**config.mk**
```make
export PLATFORM = sky130hd
export DESIGN_NAME = seq_mult_shift_add_flat
export DESIGN_NICKNAME = d
export VERILOG_FILES = /design/src/rtl/mult_pkg.sv /design/src/rtl/seq_mult_shift_add_if.sv /design/src/rtl/seq_mult_ctrl.sv /design/src/rtl/seq_mult_datapath.sv /design/src/rtl/seq_mult_shift_add.sv /design/src/flat_wrapper.sv
export SDC_FILE = /design/constraint.sdc
export NUM_CORES = 1
export LEC_CHECK = 0
export CAP_MARGIN = 20
export CORE_MARGIN = 2
export CORE_UTILIZATION = 45
export CTS_CLUSTER_DIAMETER = 30
export DETAILED_ROUTE_END_ITERATION = 12
export PLACE_DENSITY = 0.75
export SYNTH_ARGS = -nofsm -noshare
export SYNTH_HDL_FRONTEND = slang
export SYNTH_SLANG_ARGS = --single-unit
export TNS_END_PERCENT = 10
```
**constraint.sdc**
```tcl
create_clock -name clk -period 4.4 [get_ports clk]
set_input_delay 0.66 -clock clk [delete_from_list [all_inputs] [get_ports clk]]
set_output_delay 0.66 -clock clk [all_outputs]
set_load 0.02 [all_outputs]
```
**src/rtl/mult_pkg.sv**
```systemverilog
// Shared constants for the shift-and-add multiplier: controller state encoding
// and the default operand width.
package mult_pkg;

  localparam int WIDTH_DEF = 16;

  localparam logic [1:0] S_IDLE = 2'b00;
  localparam logic [1:0] S_CALC = 2'b01;
  localparam logic [1:0] S_DONE = 2'b10;

endpackage

```
**src/rtl/seq_mult_shift_add_if.sv**
```systemverilog
// Request/response bundle between a controlling master and the multiplier.
interface seq_mult_shift_add_if #(
  parameter int WIDTH = 16
);
  logic               start;
  logic               signed_mode;
  logic [WIDTH-1:0]   a_in;
  logic [WIDTH-1:0]   b_in;
  logic               busy;
  logic               done;
  logic [2*WIDTH-1:0] product;

  modport master (
    output start, signed_mode, a_in, b_in,
    input  busy, done, product
  );

  modport slave (
    input  start, signed_mode, a_in, b_in,
    output busy, done, product
  );
endinterface

```
**src/rtl/seq_mult_ctrl.sv**
```systemverilog
// Controller: IDLE -> CALC (one multiplier bit per cycle) -> DONE -> IDLE.
module seq_mult_ctrl
  import mult_pkg::*;
(
  input  logic clk,
  input  logic rst,
  input  logic start,
  input  logic last,
  output logic load,
  output logic step,
  output logic busy,
  output logic done
);

  logic [1:0] state, state_nxt;

  always_comb begin
    state_nxt = state;
    case (state)
      S_IDLE:  if (start) state_nxt = S_CALC;
      S_CALC:  if (last)  state_nxt = S_DONE;
      S_DONE:  state_nxt = S_IDLE;
      default: state_nxt = S_IDLE;
    endcase
  end

  always_ff @(posedge clk) begin
    if (rst) state <= S_IDLE;
    else     state <= state_nxt;
  end

  // start is only honoured in IDLE, so requests during CALC/DONE are dropped
  assign load = (state == S_IDLE) && start;
  assign step = (state == S_CALC);
  assign busy = (state != S_IDLE);
  assign done = (state == S_DONE);

endmodule

```
**src/rtl/seq_mult_datapath.sv**
```systemverilog
// Datapath: operand magnitude capture, mcand/mplier shift registers,
// accumulator and final sign fix-up into the product register.
module seq_mult_datapath
  import mult_pkg::*;
#(
  parameter int WIDTH     = WIDTH_DEF,
  parameter bit SIGNED_EN = 1'b1
) (
  input  logic               clk,
  input  logic               rst,
  input  logic               load,
  input  logic               step,
  input  logic               signed_mode,
  input  logic [WIDTH-1:0]   a,
  input  logic [WIDTH-1:0]   b,
  output logic               last,
  output logic [2*WIDTH-1:0] product
);

  logic [2*WIDTH-1:0] mcand, acc, acc_nxt;
  logic [WIDTH-1:0]   mplier, a_mag, b_mag, a_neg, b_neg;
  logic               sgn, neg;

  assign sgn   = signed_mode & SIGNED_EN;
  assign a_neg = ~a + 1'b1;
  assign b_neg = ~b + 1'b1;
  // -2^(WIDTH-1) negates to itself, which read unsigned is the correct magnitude
  assign a_mag = (sgn && a[WIDTH-1]) ? a_neg : a;
  assign b_mag = (sgn && b[WIDTH-1]) ? b_neg : b;

  assign acc_nxt = mplier[0] ? acc + mcand : acc;
  // early exit: nothing left to add once the shifted multiplier is zero
  assign last    = (mplier[WIDTH-1:1] == '0);

  always_ff @(posedge clk) begin
    if (rst) begin
      mcand   <= '0;
      mplier  <= '0;
      acc     <= '0;
      neg     <= 1'b0;
      product <= '0;
    end else if (load) begin
      mcand  <= {{WIDTH{1'b0}}, a_mag};
      mplier <= b_mag;
      acc    <= '0;
      neg    <= sgn & (a[WIDTH-1] ^ b[WIDTH-1]);
    end else if (step) begin
      acc    <= acc_nxt;
      mcand  <= mcand << 1;
      mplier <= mplier >> 1;
      if (last) product <= neg ? (~acc_nxt + 1'b1) : acc_nxt;
    end
  end

endmodule

```
**src/rtl/seq_mult_shift_add.sv**
```systemverilog
// Sequential shift-and-add multiplier with signed/unsigned mode and a
// start/busy/done handshake; full 2*WIDTH product.
module seq_mult_shift_add
  import mult_pkg::*;
#(
  parameter int WIDTH     = WIDTH_DEF,
  parameter bit SIGNED_EN = 1'b1
) (
  input  logic             clk,
  input  logic             rst,
  seq_mult_shift_add_if.slave bus
);

  logic load, step, last;

  seq_mult_ctrl u_ctrl (
    .clk   (clk),
    .rst   (rst),
    .start (bus.start),
    .last  (last),
    .load  (load),
    .step  (step),
    .busy  (bus.busy),
    .done  (bus.done)
  );

  seq_mult_datapath #(
    .WIDTH     (WIDTH),
    .SIGNED_EN (SIGNED_EN)
  ) u_dp (
    .clk         (clk),
    .rst         (rst),
    .load        (load),
    .step        (step),
    .signed_mode (bus.signed_mode),
    .a           (bus.a_in),
    .b           (bus.b_in),
    .last        (last),
    .product     (bus.product)
  );

endmodule

```
**src/flat_wrapper.sv**
```systemverilog
// flat-port wrapper written by rule: the top's interface ports become plain ports
module seq_mult_shift_add_flat import mult_pkg::*;
#(
  parameter int WIDTH     = WIDTH_DEF,
  parameter bit SIGNED_EN = 1'b1
)
  (clk, rst, bus_start, bus_signed_mode, bus_a_in, bus_b_in, bus_busy, bus_done, bus_product);
  seq_mult_shift_add_if #(.WIDTH(WIDTH)) bus_i ();
  input  logic clk;
  input  logic rst;
  input wire logic [$bits(bus_i.start)-1:0] bus_start;
  input wire logic [$bits(bus_i.signed_mode)-1:0] bus_signed_mode;
  input wire logic [$bits(bus_i.a_in)-1:0] bus_a_in;
  input wire logic [$bits(bus_i.b_in)-1:0] bus_b_in;
  output wire logic [$bits(bus_i.busy)-1:0] bus_busy;
  output wire logic [$bits(bus_i.done)-1:0] bus_done;
  output wire logic [$bits(bus_i.product)-1:0] bus_product;
  assign bus_i.start = bus_start;
  assign bus_i.signed_mode = bus_signed_mode;
  assign bus_i.a_in = bus_a_in;
  assign bus_i.b_in = bus_b_in;
  assign bus_busy = bus_i.busy;
  assign bus_done = bus_i.done;
  assign bus_product = bus_i.product;
  seq_mult_shift_add #(.WIDTH(WIDTH), .SIGNED_EN(SIGNED_EN)) u_core (.clk(clk), .rst(rst), .bus(bus_i));
endmodule
```
==> results of run 1 <==
-- final cells by class --
type,instances,area (sq um)
fill,1642,7869
timing repair buffer,88,828.3
clock inverter,12,153.9
clock buffer,20,456.7
multi-input combinational,866,5273
inverter,19,71.32
sequential,115,2303
tap,225,281.5
-- repair_timing --
item                       in CTS  in global routing
gates resized for setup         0                  2
setup endpoints to repair       0                  1
hold buffers                    0                  0
-- where the power goes --
group,switching (W),internal (W)
sequential,0.0000552,0.00109
combinational,0.000436,0.000257
clock,0.000522,0.000921
-- metrics by stage --
step	setup WS, ns	instance area (sq um)	hold slack (ns)	std cells
floorplan	0.4911	7904	0.4488	1069
global route	0.03246	9368	0.4714	1345
finish	0.2029	9368	0.4516	1345
detailed placement	0.2288	8752	0.4502	1313
global placement	0.2943	8752	0.4424	1313
CTS	0.2187	9363	0.4570	1345
-- synthesized netlist by cell type, types with 5 or more instances --
library cell  number  area [sq um]
and2_1            11         68.82
nor2b_1            8         50.05
mux2i_1           15         150.1
a31oi_1           11         68.82
nand2_1          192         720.7
a41oi_1            6         52.55
nand3b_1           5         37.54
nand2b_1          11         68.82
nand4_1           13         81.33
and3_1             7         43.79
a311oi_1          29         254.0
nand3_1           23         115.1
inv_1             19         71.32
clkbuf_1          54         202.7
a21o_1            12         90.09
xor2_1            23         201.4
o21a_1             6         45.04
buf_2              5         25.02
nor3_1            19         95.09
or3_1              6         37.54
nor2_1           115         431.7
nor4_1            12         75.07
o31ai_1           12         90.09
xnor2_1           38         332.8
dfxtp_1          115          2302
a21oi_1          100         500.5
ha_1              34         425.4
o211ai_1           6         45.04
buf_1              7         26.28
a211oi_1          37         277.8
o21ai_0           42         210.2
-- per-layer routing --
metal  wire length (microns)  part of all wire  vias up
met5                       0                 0        -
met4                     612             0.028        0
met3                     920             0.041       46
met2                   11000              0.50      219
met1                    9683              0.44     3748
li1                        -                 -     3966
-- critical path, delay by kind of cell (launching register included) --
family,cells,cell delay (ns)
xor gates and xnor gates,1,0.09
AOI/OAI and AO/OA,6,1.65
and+or+nand+nor,4,1.37
DFF,1,0.32
adders and majority gates,2,0.65
-- worst paths after layout --
check / start / endpoint / slack [ns] / depth (start not counted)
hold / removal: u_core.u_dp.product[3] / u_core.u_dp.product[3] / 0.45 / 2
hold reg to reg: u_core.u_dp.product[3] / u_core.u_dp.product[3] / 0.45 / 2
setup / recovery: u_core.u_dp.mcand[0] / u_core.u_dp.product[31] / 0.20 / 13
setup reg to reg: u_core.u_dp.mcand[0] / u_core.u_dp.product[31] / 0.20 / 13
-- cells by family (layout without fill, tap and decap cells) --
family          after synthesis  after routing
compound gates              314            314
xor+xnor                     61             61
fa+ha+maj                    35             35
buf+inv                      88            139
flops                       115            115
mux                          18             18
simple gates                438            438
-- registers in the layout, indices dropped and copies added (netlist names) --
register / count
u_core.u_dp.product: 32
u_core.u_dp.mplier: 16
u_core.u_dp.mcand: 32
u_core.u_dp.neg: 1
u_core.u_ctrl.state: 2
u_core.u_dp.acc: 32
==> impl_metrics.csv, run 1 <==
group,metric,value,unit
layout,layout-area-overhead-vs-synth,18.52,%
yosys,synth_compound_gate_area_share,0.2690,
yosys,yosys_most_used_dff,"dfxtp_1",
clock_network,cts.htree.levels,4,
timing,final_min_period_over_clock_period,0.9539,
critical_path,worstSetupPathType,"reg -> reg",
timing,final-hold-violation-count,0,
clock_network,cts_tree,"built",
critical_path,cpMaxStageDelayCell,"or4b_4",
critical_path,setup.worst_path.start_class,"flop",
detailed_routing,drt_drc_violations_left,0,
timing,timing.setup.tns,0,ns
timing,achievable-frequency,238.3,MHz
run,drv_cap,0,
global_route,grt_max_degree,67,
clock_network,post_cts_buffers,0,
yosys,synth.cell_area,0.007904,sq mm
detailed_routing,drt-vias-per-instance,5.932,
clock_network,cts-buffers-inserted,17,
die,std_cell_rows,48,
die,die_x,136.5,microns
pwr,power.density,350.5,mW/mm^2
global_route,global_route.usage.met2,0.4172,
die,design.die.area,0.01864,sq mm
yosys,synth_mux_area_frac,0.02327,
yosys,synthesis.area_per_instance,7.394,sq um
detailed_routing,drt_pre_antenna_iters,8,
yosys,synthAdderAreaFrac,0.05636,
placement,dp_hpwl,16.18,mm
clock_network,clock-root-buffer,"clkbuf_16",
clock_network,clock_sink_count,115,
yosys,synth_cell_types,73,
die,starting_density_of_the_core,0.4586,
yosys,synth.yosys.warnings,0,
critical_path,critical_path_arrival,4.51,ns
global_route,global_route.usage.total,0.2412,
critical_path,worst-endpoint-required,4.71,ns
clock_network,path_clk_slew,0.06,ns
timing,finalMaxSlewViolations,0,
global_route,globalRouteMet1Util,0.2941,
min_path,holdCritPathClass,"reg -> reg",
pwr,leakage,3.417,nW
layout,top_library_cells_by_usage_in_the_layout_fill_and_taps_aside,"191 x nand2_1, 114 x nor2_1, 114 x dfxtp_1",
detailed_routing,wl_per_cell,16.52,microns
detailed_routing,ant_nets,0,
yosys,syn_nets,1140,
global_route,globalRoute.busiestLayer,"met2",
detailed_routing,first_iter_violations,579,
timing,final.min_clock_period,4.197,ns
timing,max_slew.worst_pin.slew,1.073,ns
placement,place_congestion,0.9292,
detailed_routing,vias,7979,
timing,setup_viol,0,
die,io-pin-count,70,
critical_path,worst_setup_end_kind,"flop",
status,result_of_the_run,"complete, no violations",
detailed_routing,routed_wirelength,22.22,mm
yosys,ff_latch_count_synth,115,
yosys,yosys.area_share.simple,0.2484,
die,coreArea,0.01724,sq mm
yosys,largest_family_of_logic_cells_by_synthesized_area,"compound AO/OA/AOI/OAI gates",
critical_path,worst-path-max-fanout,6,
critical_path,critical_path.max_stage_delay,0.56,ns
layout,num_antenna_cells,0,
timing,slew_headroom,0.2848,
yosys,post_synthesis_cells,1069,
pwr,p_total,0.003284,W
layout,fraction_of_final_layout_cells_sized_beyond_drive_strength_1,0.06964,
yosys,async_flop_share,0,
timing,final.setup_skew,0.009973,ns
die,die_height,136.5,microns
global_route,grt_first_pass_wirelength,35.92,mm
yosys,synth_edf_count,0,
yosys,synth-xor-area-share,0.06760,
placement,io_buffers,69,
global_route,grt_overflow_total,0,
layout,fin_util,0.5435,
global_route,grt_pass1_vias,7380,
global_route,antenna_found_initial,0,
pwr,irDropWorstVdd,0.2852,mV
yosys,seq_area_frac_synth,0.2913,
layout,final_net_count,1178,
timing,grt_setup_unrepaired,"false",
clock_network,cts.path.max_buffers,2,
critical_path,timing.critical_path.cells,"ha_1 -> fa_1 -> a21o_1 -> a221o_2 -> a21oi_2 -> o31a_1 -> nor3_1 -> or3_1 -> or4b_4 -> or2_4 -> o41ai_2 -> xnor2_1 -> a22o_1",
layout,layout_commonest_cell,"nand2_1",
clock_network,clkLatencyLatePin,0.42,ns
global_route,global_route.usage.met3,0.05000,
(Power assumes the default switching activity.)
==> inputs of run 2 (changes only) <==
GPL_TIMING_DRIVEN = 0   (was not set)
==> run 2 against run 1 <==
  * Clock skew fell by 0.0028 ns
  * Register-to-register slack got worse by 0.19 ns
  * Global-route usage rose by 2.9 points
  * Worst setup slack got worse by 0.19 ns
  * Sequential share of layout area fell by 0.51 points
  * Total power rose by 3.9%
  * Clock-buffer cell count rose by 1
  * Critical path type unchanged
==> impl_metrics.csv, run 2 (synthesized netlist as in run 1, its figures left out) <==
group,metric,value,unit
global_route,grt_first_pass_wirelength,39.59,mm
critical_path,rr_startpoint,"u_core.u_dp.mcand[0]",
clock_network,cts-buffers-inserted,17,
critical_path,worst_setup_end_kind,"flop",
die,die_height,136.5,microns
layout,top_library_cells_by_usage_in_the_layout_fill_and_taps_aside,"192 x nand2_1, 115 x nor2_1, 115 x dfxtp_1",
timing,setup_viol,0,
global_route,antenna_found_initial,0,
critical_path,critical_path.top_delay_family,"compound AO/OA/AOI/OAI gates",
status,result_of_the_run,"complete, no violations",
detailed_routing,vias,8467,
min_path,holdCritPathClass,"reg -> reg",
die,io-pin-count,70,
clock_network,clock_sink_count,115,
clock_network,post_cts_hold_buffer_count,0,
global_route,grt_overflow_total,0,
timing,final-hold-violation-count,0,
critical_path,critical_path.max_stage_delay,0.57,ns
layout,layout-area-overhead-vs-synth,20.98,%
detailed_routing,drt_pre_antenna_iters,5,
global_route,grt_max_degree,17,
critical_path,setup.worst_path.start_class,"flop",
timing,achievable-frequency,227.7,MHz
timing,hold_ws,0.4507,ns
die,design.die.area,0.01864,sq mm
timing,final.min_clock_period,4.391,ns
die,coreArea,0.01724,sq mm
critical_path,cpMaxStageDelayCell,"or4b_4",
timing,finalMaxSlewViolations,0,
timing,final.setup_skew,0.007176,ns
detailed_routing,drt-vias-per-instance,6.065,
layout,layout.filler_cells,1612,
critical_path,timing.critical_path.cells,"ha_1 -> fa_1 -> a21o_1 -> a221o_2 -> a21oi_4 -> o31a_1 -> nor3_1 -> or3_1 -> clkbuf_1 -> or4b_4 -> or2_4 -> o41ai_2 -> xnor2_1 -> a22o_1",
die,std_cell_rows,48,
min_path,min_delay_path_depth,2,
min_path,hp-start,"u_core.u_dp.product[5]",
critical_path,cp_num_cells,14,
timing,max_slew.worst_pin.slew,0.8453,ns
clock_network,cts_tree,"built",
layout,num_antenna_cells,0,
critical_path,r2r_slack,0.009,ns
critical_path,worst-path-max-fanout,6,
die,die_x,136.5,microns
placement,dpl_cell_area,0.008876,sq mm
layout,fraction_of_final_layout_cells_sized_beyond_drive_strength_1,0.05722,
critical_path,worstSetupPathType,"reg -> reg",
placement,io_buffers,69,
detailed_routing,first_iter_violations,688,
placement,dp_hpwl,18.92,mm
clock_network,cts.path.max_buffers,2,
critical_path,r2r.worst_path.cells,14,
timing,grt_setup_unrepaired,"true",
critical_path,worst-endpoint-required,4.72,ns
clock_network,cts.htree.levels,4,
die,starting_density_of_the_core,0.4586,
global_route,global_route.usage.total,0.2702,
clock_network,path_clk_slew,0.06,ns
run,drv_cap,0,
layout,reg.largest.list,"u_core.u_dp.acc x32, u_core.u_dp.mcand x32, u_core.u_dp.product x32",
timing,final_min_period_over_clock_period,0.9980,
detailed_routing,ant_nets,0,
detailed_routing,wl_per_cell,17.86,microns
critical_path,critPathLaunch,"u_core.u_dp.mcand[0]",
layout,layout_commonest_cell,"nand2_1",
timing,slew_headroom,0.4326,
detailed_routing,routed_wirelength,24.93,mm
pwr,power.density,357.0,mW/mm^2
layout,final_net_count,1229,
clock_network,clkLatencyLatePin,0.43,ns
layout,final_design_area_no_fill,0.009562,sq mm
clock_network,clock-root-buffer,"clkbuf_16",
pwr,irDropWorstVdd,0.2970,mV
critical_path,worstPathBufferInverterCount,1,
global_route,grt_pass1_vias,7868,
pwr,leakage,3.466,nW
layout,fin_util,0.5547,
placement,place_congestion,0.9640,
detailed_routing,drt_drc_violations_left,0,
critical_path,critical_path_arrival,4.71,ns
[run 2: cell count changes in the layout (fill, tap and decap cells not counted), moves of 2 or more]
cell,delta
clkbuf_1,+53
buf_4,-17
buf_1,+6
buf_2,+4
clkbuf_2,+3
clkinv_2,-2
[run 2: cell type report]
class,count,area [sq um],area share
multi-input cells,866,5284,0.5526
flip-flops and latches,115,2302,0.2408
repair buffers,70,698.2,0.07302
clock buffers,21,470.5,0.04920
well taps,225,281.5,0.02944
plain buffers,69,280.3,0.02931
clock inverters,11,173.9,0.01819
inverters,19,71.32,0.007459
[run 2: tightest hold or removal path, cell delays in order (launching register included)]
cell and delay (ns):
dfxtp_1 0.31, nand2_1 0.05, a21oi_1 0.05
[run 2: worst paths after layout]
check	to
hold reg to reg	u_core.u_dp.product[5]
hold / removal	u_core.u_dp.product[5]
setup / recovery	u_core.u_dp.product[31]
setup reg to reg	u_core.u_dp.product[31]
[run 2: where the power goes]
part	internal (W)	leakage, nW	switching, W
clock network	0.000997	0.306	0.000549
logic	0.000252	2.22	0.000471
registers	0.00109	0.936	0.0000521
[run 2: timing repair]
item,4_1_cts,5_1_grt
endpoints found under the setup margin,4,13
buffers inserted,1,0
gates resized for setup,3,6
pin swaps,1,0
[run 2: metrics by stage]
stage / TNS (ns) / total power, W / setup slack (ns) / instances
after floorplan: 0 / 0.001639 / 0.4911 / 1069
after global placement: -0.07300 / 0.001851 / -0.05531 / 1363
after detailed placement: -0.3011 / 0.001861 / -0.1342 / 1363
after CTS: 0 / 0.003393 / 0.03734 / 1396
after global routing: -0.05603 / 0.003523 / -0.04148 / 1396
final: 0 / 0.003413 / 0.008986 / 1396
[run 2: metal layers]
layer / wire (microns) / up-vias / part of all wire / global-route usage
met1: 10470 / 3982 / 0.42 / 0.3447
met3: 1952 / 67 / 0.078 / 0.05037
met2: 11680 / 354 / 0.47 / 0.4483
met5: 0 / - / 0 / 0
met4: 829 / 0 / 0.033 / 0.1100
li1: - / 4064 / - / -
==> RTL change (config.mk and constraints of run 1) <==
Change the package constant `WIDTH_DEF` from 16 to 32.
--- a/src/rtl/mult_pkg.sv
+++ b/src/rtl/mult_pkg.sv
@@ -3,5 +3,5 @@
 package mult_pkg;
 
-  localparam int WIDTH_DEF = 16;
+  localparam int WIDTH_DEF = 32;
 
   localparam logic [1:0] S_IDLE = 2'b00;
Interface: changed (resized bus_a_in, bus_b_in and bus_product); port bits go from 70 to 134. The function was not compared with the original's and may differ.
==> RTL change against run 1 <==
The flow now finishes with violations (setup timing). Combinational power grew to 2.6 times the old value. Largest power group unchanged. Core utilization grew 9.7 points. Synthesized area grew 120%. First-iteration DRC count grew to 2.7 times the old value. Sequential cell count grew 112. Worst setup slack lost 370 ps. Cell area grew to 2.6 times the old value. Power grew 150%. Clock skew grew 8.8 ps. Highest routed layer unchanged. Routed wire length grew to 3.0 times the old value. Largest cell class unchanged.
==> RTL change: results (changes against run 1) <==
grt_util_all_layers_pct: 33.4  # +9.3 points
syn2layout_area_growth_pct: 40.7
routedWlPerCell_um: 19.9  # +21%
fin_cells: 3391  # +150%
fin_tns_setup_ps: -490  # -490 ps
setup_viol: 6  # +6
worst_slack_ps: -168  # -371 ps
synth_area_um2: 17100  # +120%
synthTopCellsByCount: "nand2_1, nor2_1, dfxtp_1"
grt_use_met2_pct: 57.6  # +16 points
status: "finished with violations"
gp_congestion: 1.02  # +9.3%
flops_and_latches: 227  # +97%
cts-htree-levels: 2  # -2
dp_hpwl_um: 50700  # +210%
critPathTopFamily: "simple AND/OR/NAND/NOR gates"
hold_start: "u_core.u_dp.product[48]"
clkLatencyLatePin_ps: 610  # +190 ps
grt_pass1_wl_um: 103000  # +190%
met1_usage_pct: 37.2  # +7.8 points
multi_input_gates: 1968  # +130%
synthesis.nets: 2525  # +120%
synth_cells: 2390  # +120%
cts_buffer_depth: 3  # +1
sw_frac_of_total_pct: 30.3  # -0.53 points
top_regs: "u_core.u_dp.acc x64, u_core.u_dp.mcand x64, u_core.u_dp.product x64"
preCtsSetupSlack_ps: -295  # -524 ps
n_fill_cell: 3240  # +97%
placed_area_um2: 21500  # +150%
seq_share_pct: 19.0  # -5.6 points
ys_types: 89  # +22%
synth_top_cells_by_area: "dfxtp_1, nand2_1, a21oi_1, nor2_1, ha_1"
skew_ps: 18.7  # +8.77 ps
ys_seq_area_share_pct: 26.6  # -2.6 points
violations: "setup timing"
multiInputGateArea_um2: 12400  # +130%
dp_cells: 3273  # +150%
num-nonclk-inverters: 45  # +26
grtUsageMet3_pct: 4.98  # -0.015 points
bufAreaShareNonClock_pct: 18.4  # +9.6 points
antenna_found_initial: 1  # +1
[RTL change: cell types whose count changed after synthesis, moves of 32 or more]
cell / delta
o21ai_0: +83
nand2_1: +230
nor2_1: +147
xor2_1: +45
a311oi_1: +37
a211oi_1: +46
ha_1: +32
dfxtp_1: +112
clkbuf_1: +59
a21oi_1: +121
nor3_1: +41
[RTL change: what timing repair did]
action / 4_1_cts / 5_1_grt
setup endpoints to repair: 16 / 31
gates resized for setup: 40 / 78
setup buffers: 8 / 7
pin swaps: 17 / 12
[RTL change: worst min-delay path, stage by stage (launching register included)]
cell     delay, ps
dfxtp_1        320
nand2_1         40
o21ai_0         50
[RTL change: worst paths after layout]
path / slack (ps) / cells past startpoint / end
hold reg to reg: 450 / 2 / u_core.u_dp.product[48]
setup reg to reg: -170 / 16 / u_core.u_dp.product[53]
setup / recovery: -170 / 16 / u_core.u_dp.product[53]
hold / removal: 450 / 2 / u_core.u_dp.product[48]
[RTL change: metal layers]
layer	vias up	wire length, um	part of all wire [%]
met5	-	0	0
met4	0	5480	8.1
met3	234	4290	6.3
met2	865	31900	47
met1	9498	26000	38
li1	9662	-	-
[RTL change: cells by family after synthesis]
family	Yosys count	synth area share (%)
simple gates	1012	27.5
compound gates	725	27.9
flops	227	26.6
buf+inv	195	4.46
xor+xnor	132	6.76
fa+ha+maj	67	4.95
mux	32	1.89
[RTL change: power groups by stage]
stage | Sequential [W] | Clock [W] | Combinational, W
2_1_floorplan | 0.00224 | 0 | 0.000927
3_3_place_gp | 0.00227 | 0 | 0.00160
3_5_place_dp | 0.00228 | 0 | 0.00163
4_1_cts | 0.00225 | 0.00419 | 0.00168
5_1_grt | 0.00226 | 0.00430 | 0.00191
6_report | 0.00225 | 0.00417 | 0.00178
